<file path="src/rtl/fill_run_encoder.sv">
//------------------------------------------------------------------------------
// Module  : fill_run_encoder
// Brief   : Classifies words into fill tokens (ZERO/ONES/ZEXT/SEXT/LIT) and
//           run-length merges consecutive all-zeros / all-ones words.
//           Optional macro FILL_RUN_ENCODER_STATS_EN adds word/token counters.
// Revision: 1.0 - initial release
//------------------------------------------------------------------------------
`default_nettype none

module fill_run_encoder #(
  parameter int WIDTH  = 40,
  parameter int NARROW = 2,
  parameter int CNT_W  = 8
) (
  input  logic              clk,
  input  logic              rst,
  input  logic              in_valid,
  output logic              in_ready,
  input  logic [WIDTH-1:0]  in_data,
  input  logic              in_last,
  output logic              out_valid,
  input  logic              out_ready,
  output logic [2:0]        out_kind,
  output logic [CNT_W-1:0]  out_count,
  output logic [NARROW-1:0] out_data,
  output logic [WIDTH-1:0]  out_lit
`ifdef FILL_RUN_ENCODER_STATS_EN
  ,
  output logic [31:0]       stat_words,
  output logic [31:0]       stat_tokens
`endif
);

  localparam logic [2:0] c_kind_zero = 3'd0;
  localparam logic [2:0] c_kind_ones = 3'd1;
  localparam logic [2:0] c_kind_zext = 3'd2;
  localparam logic [2:0] c_kind_sext = 3'd3;
  localparam logic [2:0] c_kind_lit  = 3'd4;

  localparam logic [1:0] c_st_idle = 2'd0;
  localparam logic [1:0] c_st_run  = 2'd1;
  localparam logic [1:0] c_st_pend = 2'd2;

  localparam logic [CNT_W-1:0] c_rmax = {CNT_W{1'b1}};
  localparam logic [CNT_W-1:0] c_one  = {{(CNT_W-1){1'b0}}, 1'b1};

  logic [1:0]        r_state, w_state_nxt;
  logic [2:0]        r_run_kind;
  logic [CNT_W-1:0]  r_run_cnt;
  logic [2:0]        r_pend_kind;
  logic [NARROW-1:0] r_pend_data;
  logic [WIDTH-1:0]  r_pend_lit;

  logic              r_out_valid;
  logic [2:0]        r_out_kind;
  logic [CNT_W-1:0]  r_out_count;
  logic [NARROW-1:0] r_out_data;
  logic [WIDTH-1:0]  r_out_lit;

  logic [2:0]        w_kind;
  logic              w_is_fill;
  logic [NARROW-1:0] w_word_data;
  logic [WIDTH-1:0]  w_word_lit;
  logic              w_f;
  logic              w_accept;
  logic              w_same;
  logic [CNT_W-1:0]  w_cnt_inc;

  logic              w_emit;
  logic [2:0]        w_tok_kind;
  logic [CNT_W-1:0]  w_tok_cnt;
  logic [NARROW-1:0] w_tok_data;
  logic [WIDTH-1:0]  w_tok_lit;
  logic              w_pend_load;
  logic              w_run_start;
  logic              w_run_inc;

  always_comb begin
    w_kind = c_kind_lit;
    if (in_data == '0)
      w_kind = c_kind_zero;
    else if (&in_data)
      w_kind = c_kind_ones;
    else if (in_data[WIDTH-1:NARROW] == '0)
      w_kind = c_kind_zext;
    else if (in_data[WIDTH-1:NARROW] == {(WIDTH-NARROW){in_data[NARROW-1]}})
      w_kind = c_kind_sext;
  end

  assign w_is_fill   = (w_kind == c_kind_zero) || (w_kind == c_kind_ones);
  assign w_word_data = ((w_kind == c_kind_zext) || (w_kind == c_kind_sext)) ?
                       in_data[NARROW-1:0] : '0;
  assign w_word_lit  = (w_kind == c_kind_lit) ? in_data : '0;

  assign w_f       = !r_out_valid || out_ready;
  assign in_ready  = !rst && (r_state != c_st_pend) && w_f;
  assign w_accept  = in_valid && in_ready;
  assign w_same    = (w_kind == r_run_kind);
  assign w_cnt_inc = r_run_cnt + c_one;

  always_ff @(posedge clk) begin
    if (rst)
      r_state <= c_st_idle;
    else
      r_state <= w_state_nxt;
  end

  always_comb begin
    w_state_nxt = r_state;
    case (r_state)
      c_st_idle: begin
        if (w_accept && w_is_fill && !in_last)
          w_state_nxt = c_st_run;
      end
      c_st_run: begin
        if (w_accept) begin
          if (w_same) begin
            if ((w_cnt_inc == c_rmax) || in_last)
              w_state_nxt = c_st_idle;
          end else if (!w_is_fill || in_last) begin
            w_state_nxt = c_st_pend;
          end
        end
      end
      c_st_pend: begin
        if (w_f)
          w_state_nxt = c_st_idle;
      end
      default: w_state_nxt = c_st_idle;
    endcase
  end

  always_comb begin
    w_emit      = 1'b0;
    w_tok_kind  = w_kind;
    w_tok_cnt   = c_one;
    w_tok_data  = w_word_data;
    w_tok_lit   = w_word_lit;
    w_pend_load = 1'b0;
    w_run_start = 1'b0;
    w_run_inc   = 1'b0;
    case (r_state)
      c_st_idle: begin
        if (w_accept) begin
          if (w_is_fill && !in_last)
            w_run_start = 1'b1;
          else
            w_emit = 1'b1;
        end
      end
      c_st_run: begin
        if (w_accept) begin
          w_tok_kind = r_run_kind;
          w_tok_data = '0;
          w_tok_lit  = '0;
          if (w_same) begin
            w_tok_cnt = w_cnt_inc;
            if ((w_cnt_inc == c_rmax) || in_last)
              w_emit = 1'b1;
            else
              w_run_inc = 1'b1;
          end else begin
            // Close the current run; the new word either parks or starts a run.
            w_emit    = 1'b1;
            w_tok_cnt = r_run_cnt;
            if (!w_is_fill || in_last)
              w_pend_load = 1'b1;
            else
              w_run_start = 1'b1;
          end
        end
      end
      c_st_pend: begin
        if (w_f) begin
          w_emit     = 1'b1;
          w_tok_kind = r_pend_kind;
          w_tok_cnt  = c_one;
          w_tok_data = r_pend_data;
          w_tok_lit  = r_pend_lit;
        end
      end
      default: ;
    endcase
  end

  always_ff @(posedge clk) begin
    if (rst) begin
      r_out_valid <= 1'b0;
      r_out_kind  <= '0;
      r_out_count <= '0;
      r_out_data  <= '0;
      r_out_lit   <= '0;
      r_run_kind  <= '0;
      r_run_cnt   <= '0;
      r_pend_kind <= '0;
      r_pend_data <= '0;
      r_pend_lit  <= '0;
    end else begin
      if (w_emit) begin
        r_out_valid <= 1'b1;
        r_out_kind  <= w_tok_kind;
        r_out_count <= w_tok_cnt;
        r_out_data  <= w_tok_data;
        r_out_lit   <= w_tok_lit;
      end else if (out_ready) begin
        r_out_valid <= 1'b0;
      end
      if (w_run_start) begin
        r_run_kind <= w_kind;
        r_run_cnt  <= c_one;
      end else if (w_run_inc) begin
        r_run_cnt <= w_cnt_inc;
      end
      if (w_pend_load) begin
        r_pend_kind <= w_kind;
        r_pend_data <= w_word_data;
        r_pend_lit  <= w_word_lit;
      end
    end
  end

  assign out_valid = r_out_valid;
  assign out_kind  = r_out_kind;
  assign out_count = r_out_count;
  assign out_data  = r_out_data;
  assign out_lit   = r_out_lit;

`ifdef FILL_RUN_ENCODER_STATS_EN
  logic [31:0] r_stat_words;
  logic [31:0] r_stat_tokens;

  always_ff @(posedge clk) begin
    if (rst) begin
      r_stat_words  <= '0;
      r_stat_tokens <= '0;
    end else begin
      if (w_accept && (r_stat_words != 32'hFFFF_FFFF))
        r_stat_words <= r_stat_words + 32'd1;
      if (r_out_valid && out_ready && (r_stat_tokens != 32'hFFFF_FFFF))
        r_stat_tokens <= r_stat_tokens + 32'd1;
    end
  end

  assign stat_words  = r_stat_words;
  assign stat_tokens = r_stat_tokens;
`endif

endmodule

`default_nettype wire

</file>
<file path="config.mk">
export PLATFORM = sky130hd
export DESIGN_NAME = fill_run_encoder
export DESIGN_NICKNAME = d
export VERILOG_FILES = /design/src/rtl/fill_run_encoder.sv
export SDC_FILE = /design/constraint.sdc
export NUM_CORES = 1
export LEC_CHECK = 0
export BUFFER_PORTS_ARGS = -buffer_cell sky130_fd_sc_hd__buf_2
export CAP_MARGIN = 20
export CORE_MARGIN = 2
export CORE_UTILIZATION = 40
export DETAILED_ROUTE_END_ITERATION = 16
export GPL_ROUTABILITY_DRIVEN = 0
export MAX_ROUTING_LAYER = met4
export PLACE_DENSITY = 0.64
export RECOVER_POWER = 25
export SYNTH_ARGS = -nofsm -noshare
export SYNTH_HDL_FRONTEND = slang
export SYNTH_SLANG_ARGS = --single-unit
</file>
<file path="constraint.sdc">
create_clock -name clk -period 5.4 [get_ports clk]
set_input_delay 0.54 -clock clk [delete_from_list [all_inputs] [get_ports clk]]
set_output_delay 0.54 -clock clk [all_outputs]
set_load 0.02 [all_outputs]
</file>
# == After elaboration in Yosys (flattened, before gate mapping) ==
# Index checks and enable logic that the tools add are counted.
# totals
register_bits,112
latch_bits,0
mem_bits_rw,0
romBits,0
input_bits,45
output_inout_bits,55
word_cells,102
n_memories,0
# op_classes
n_addsub,1
multipliers,0
div,0
n_lt_le_gt_ge,0
eq_ne,15
n_shift,0
n_mux,50
bitwise_logic,0
n_reduce_logical,24
# op_table
cell,n
two-way mux 40 bit,3
case mux 40 bit (2 select lines),1
zero test 40 bit,1
AND reduction 40 bit,1
== test 38 bit,1
zero test 38 bit,1
two-way mux 8 bit,3
two-way mux 1 bit,23
two-way mux 2 bit,9
two-way mux 3 bit,6
adder 8 x 1 -> 8 bit (second input constant),1
== test 8 bit (second input constant),1
inequality test 2 bit (second input constant),4
== test 3 x 2 -> 1 bit (second input constant),2
logical AND 1 bit,6
inequality test 3 bit (second input constant),2
case mux 2 bit (3 select lines),1
case mux 3 bit (2 select lines),1
logical OR 1 bit,5
AND reduction 5 bit,1
zero test 1 bit,4
case mux 2 bit (2 select lines),1
nonzero test 2 bit,2
== test 3 x 1 -> 1 bit (second input constant),1
9 further kinds,9

# == Depth between registers and ports, before layout ==
# depth
word_depth,14
depth_mapped,12

# == Least setup slack after synthesis ==
# Ideal clock, no wire load.
# synth_path
path_type,input to register
start,in in_data[17]
end,reg r_out_lit[5] (netlist: out_lit[5])
setup_ns,0.136
t_arrival_ns,2.480
required_ns,5.264
slack_ns,2.784
cell_stages,9
n_path_buf,1
path_cell_list,or4_1 nor3_2 nand4_2 a21oi_2 o21ai_1 a31oi_4 clkbuf_1 nor2b_1 nor3_2
# synth_via
elab_chain_cells,11
# synth_rtl
item,line_no,rtl
start: declaration,19,"input logic [WIDTH-1:0] in_data,"
== test 38 bit,86,else if (in_data[WIDTH-1:NARROW] == {(WIDTH-NARROW){in_data[NARROW-1]}})
two-way mux 3 bit,86,
two-way mux 3 bit,84,else if (in_data[WIDTH-1:NARROW] == '0)
two-way mux 3 bit,82,else if (&in_data)
two-way mux 3 bit (*),80,if (in_data == '0)
== test 3 x 1 -> 1 bit / zero test 3 bit (equally long branches),90,assign w_is_fill = (w_kind == c_kind_zero) || (w_kind == c_kind_ones);
logical OR 1 bit,90,
logical AND 1 bit,145,if (w_is_fill && !in_last)
two-way mux 1 bit,145,
two-way mux 1 bit,144,if (w_accept) begin
case mux 1 bit (3 select lines),142,case (r_state)
end signal: assignment,204,r_out_lit <= w_tok_lit;
end: declaration,58,logic [WIDTH-1:0] r_out_lit;
# Mark *: on every way between the ends. The rest lies on a longest branch, timed or not.
# A chain may end at the register's enable or synchronous reset.

# == Worst setup path after layout ==
# layout_path
start,in in_data[17]
end,reg r_pend_data[0]
# layout_via
elab_chain_cells,13
# layout_rtl
item,line_no,rtl
== test 38 bit,86,
two-way mux 3 bit,86,
two-way mux 3 bit,84,
two-way mux 3 bit,82,
two-way mux 3 bit (*),80,
== test 3 x 1 -> 1 bit / zero test 3 bit (equally long branches),90,
logical OR 1 bit,90,
zero test 1 bit,166,if (!w_is_fill || in_last)
logical OR 1 bit,166,
two-way mux 1 bit,166,
two-way mux 1 bit,156,if (w_same) begin
two-way mux 1 bit,152,if (w_accept) begin
two-way mux 1 bit,142,
end signal: assignment,216,r_pend_data <= w_word_data;
end: declaration,51,logic [NARROW-1:0] r_pend_data;
# Marked as above.

==> results_dict.tcl <==
set metrics [dict create \
    io_buffer_count 99 \
    htreeDepth 3 \
    fmax_mhz 268 \
    rsz0062_at_grt "no" \
    routed-via-count 4866 \
    hp-start "r_pend_kind[2]" \
    slew_headroom 0.331 \
    synth_area_leaders "dfxtp_1, a221oi_1, nor2b_1, a21oi_1, nand2_1" \
    drc 0 \
    rrSetupSlack_ns 2.07 \
    first_pass_iters 5 \
    min_period_over_period 0.692 \
    postSynthRegisterBits 112 \
    stdcell_count 861 \
    synth_top_area_cell "dfxtp_1" \
    cts_setup_buffers 0 \
    synthCells 617 \
    status "finished clean" \
    rr_worst_depth 9 \
    drive_above_1_share 0.182 \
    netlist_area_um2 5400 \
    drt_wl_total_um 14200 \
    syn-num-nets 668 \
    num_rows 42 \
    fin_setup_tns_ns 0 \
    final-hold-violation-count 0 \
    r2r-start "r_state[0]" \
    arrival_ns 3.93 \
    startpoint "in_data[17]" \
    area_growth_pct 15.0 \
    grt_pass1_wl_um 22900 \
    grt_pass1_vias 4457 \
    clock_latency_ns 0.35 \
    synth_cell_types 50 \
    p_leak_nw 2.11 \
    placed_cell_area_um2 5910 \
    clk_pin_slew_worst_paths_ns 0.07 \
    track_usage 0.201 \
    max_cap_viol_count 0 \
    synth_top_cell_area_share 0.415 \
    die_w_um 120 \
    cts_sinks 112 \
    critPathCapture "r_pend_data[0]" \
    ant_nets 0 \
    postLayoutSetupSlackWorst_ns 1.66 \
    tightestPinTransition_ns 1.00 \
    critPathKind "input port to flip-flop" \
    endpoint_kind "flip-flop" \
    fin_crit_ns 3.74 \
    start_kind "input port" \
    crit_required_ns 5.59 \
    core_um2 13200 \
    grt_max_degree 57 \
    postCtsHoldBufs 0 \
    dp_hpwl_um 9800 \
    setup_violations 0 \
    die_y_um 120 \
    cts_buffers 9 \
    dr.first_iter.drc_count 374 \
    cts_tree "done" \
    io_pins 100 \
    min_path_type "flip-flop to flip-flop" \
    grt-ovfl-total 0 \
    ir_worst_vdd_v 0.000175 \
    nets 732 \
    r2r-end "r_pend_lit[25]" \
    finClkSkew_ns 0.00718 \
    p_per_area_nw_per_um2 282 \
    die-area_um2 14400 \
    cts_buffer_depth 2 \
    crit_fanout 47 \
    ys_seq_area_frac 0.415 \
    cts-resized-gates 0 \
    initial_core_util 0.409 \
    design_area_um2 6210 \
    antenna_found_initial 0 \
    dp_cells 845 \
    wl_per_cell_um 16.4 \
    place_ws_ns 1.31 \
    ys_warn_count 0 \
    avgViaCountPerCell 5.65 \
    finalMaxSlewViolations 0 \
    cts_root_buf "clkbuf_16" \
    antennaDiodeCount 0 \
    avgSynthCellArea_um2 8.75 \
]
-- worst min path at each step --
stage,end,slack [ns],cells after the start
final,r_pend_kind[2],0.45,2
after global routing,r_pend_lit[28],0.47,2
after CTS,r_pend_kind[2],0.46,2
after detailed placement,r_pend_lit[28],0.45,2
after global placement,r_pend_lit[22],0.44,2
after floorplan,r_pend_kind[0],0.43,2
-- registers in the layout, indices dropped and copies added (netlist names), 2 cells and up --
| register | flops |
|---|---|
| r_pend_lit | 40 |
| r_run_cnt | 8 |
| r_state | 2 |
| r_pend_kind | 3 |
| r_pend_data | 2 |
| r_run_kind | 3 |
| out_count | 8 |
| out_kind | 3 |
| out_data | 2 |
| out_lit | 40 |
-- worst max-delay path, stage by stage --
cell and delay, ns:
buf_2 0.13, or4_1 0.53, nor3_2 0.19, and3_1 0.32
nor2_4 0.17, buf_16 0.21, nand2_1 0.46, nand3_2 0.91
nand3b_1 0.34, o21ai_0 0.12
-- synth_stat cells, drive strengths merged --
cell type,number
and4,2
a21o,1
a211oi,10
inv,9
buf,19
nand3,52
and3b,1
mux2i,2
xnor2,14
nor4b,1
clkbuf,35
a31oi,4
o21ai,5
o21a,1
o31ai,7
o2bb2ai,1
a32oi,1
ha,6
nor2,20
nand3b,14
or4,1
nor4,10
o31a,1
nand2,57
nor2b,48
or2,1
a221oi,42
nor3b,1
and3,4
dfxtp,112
and2,2
o211ai,1
a21boi,1
xor2,1
nor3,52
mux2,1
nand2b,5
o2111ai,1
a21oi,57
nand4,14
-- per-stage QoR --
stage,utilization,hold slack [ns],power (mW)
3_5_place_dp,0.448,0.448,1.06
4_1_cts,0.472,0.458,1.77
3_3_place_gp,0.448,0.442,1.05
2_1_floorplan,-,0.432,0.986
6_report,0.471,0.455,1.75
5_1_grt,0.471,0.474,1.81
-- final cells by class --
cell class | instances | area, um^2
Clock buffer | 12 | 256
Clock inverter | 3 | 65.1
Fill cell | 1306 | 6980
Inverter | 9 | 33.8
Multi-Input combinational cell | 442 | 2860
Sequential cell | 112 | 2240
Tap cell | 176 | 220
Timing Repair Buffer | 107 | 527
-- power by group --
part | leakage (nW) | internal, mW | switching (mW)
logic | 1.04 | 0.0571 | 0.114
registers | 0.911 | 0.849 | 0.0123
clock network | 0.159 | 0.429 | 0.288
-- placed cells by master (no fill, tap or decap), drive strengths merged, types with 4 or more instances in the layout --
cell type,n
dfxtp,112
buf,66
nand2,57
a21oi,57
clkbuf,53
nand3,52
nor3,52
nor2b,48
a221oi,42
nor2,20
nand3b,14
xnor2,14
nand4,14
nor4,10
a211oi,10
inv,9
o31ai,7
ha,6
nand2b,5
o21ai,5
and3,4
a31oi,4
-- kinds of logic after synthesis --
kind of cell    share of synthesized area
xor+xnor                           0.0243
simple gates                        0.306
flops                               0.415
fa+ha+maj                          0.0139
buf+inv                            0.0575
compound gates                      0.176
mux                               0.00649
-- metal layers --
layer	global-route usage	up-vias	share of wire
li1	-	2367	-
met1	0.283	2331	0.47
met2	0.299	158	0.46
met3	0.0330	10	0.064
met4	0.0559	0	0.010
met5	-	-	0
Power figures use the tool's default switching activity.
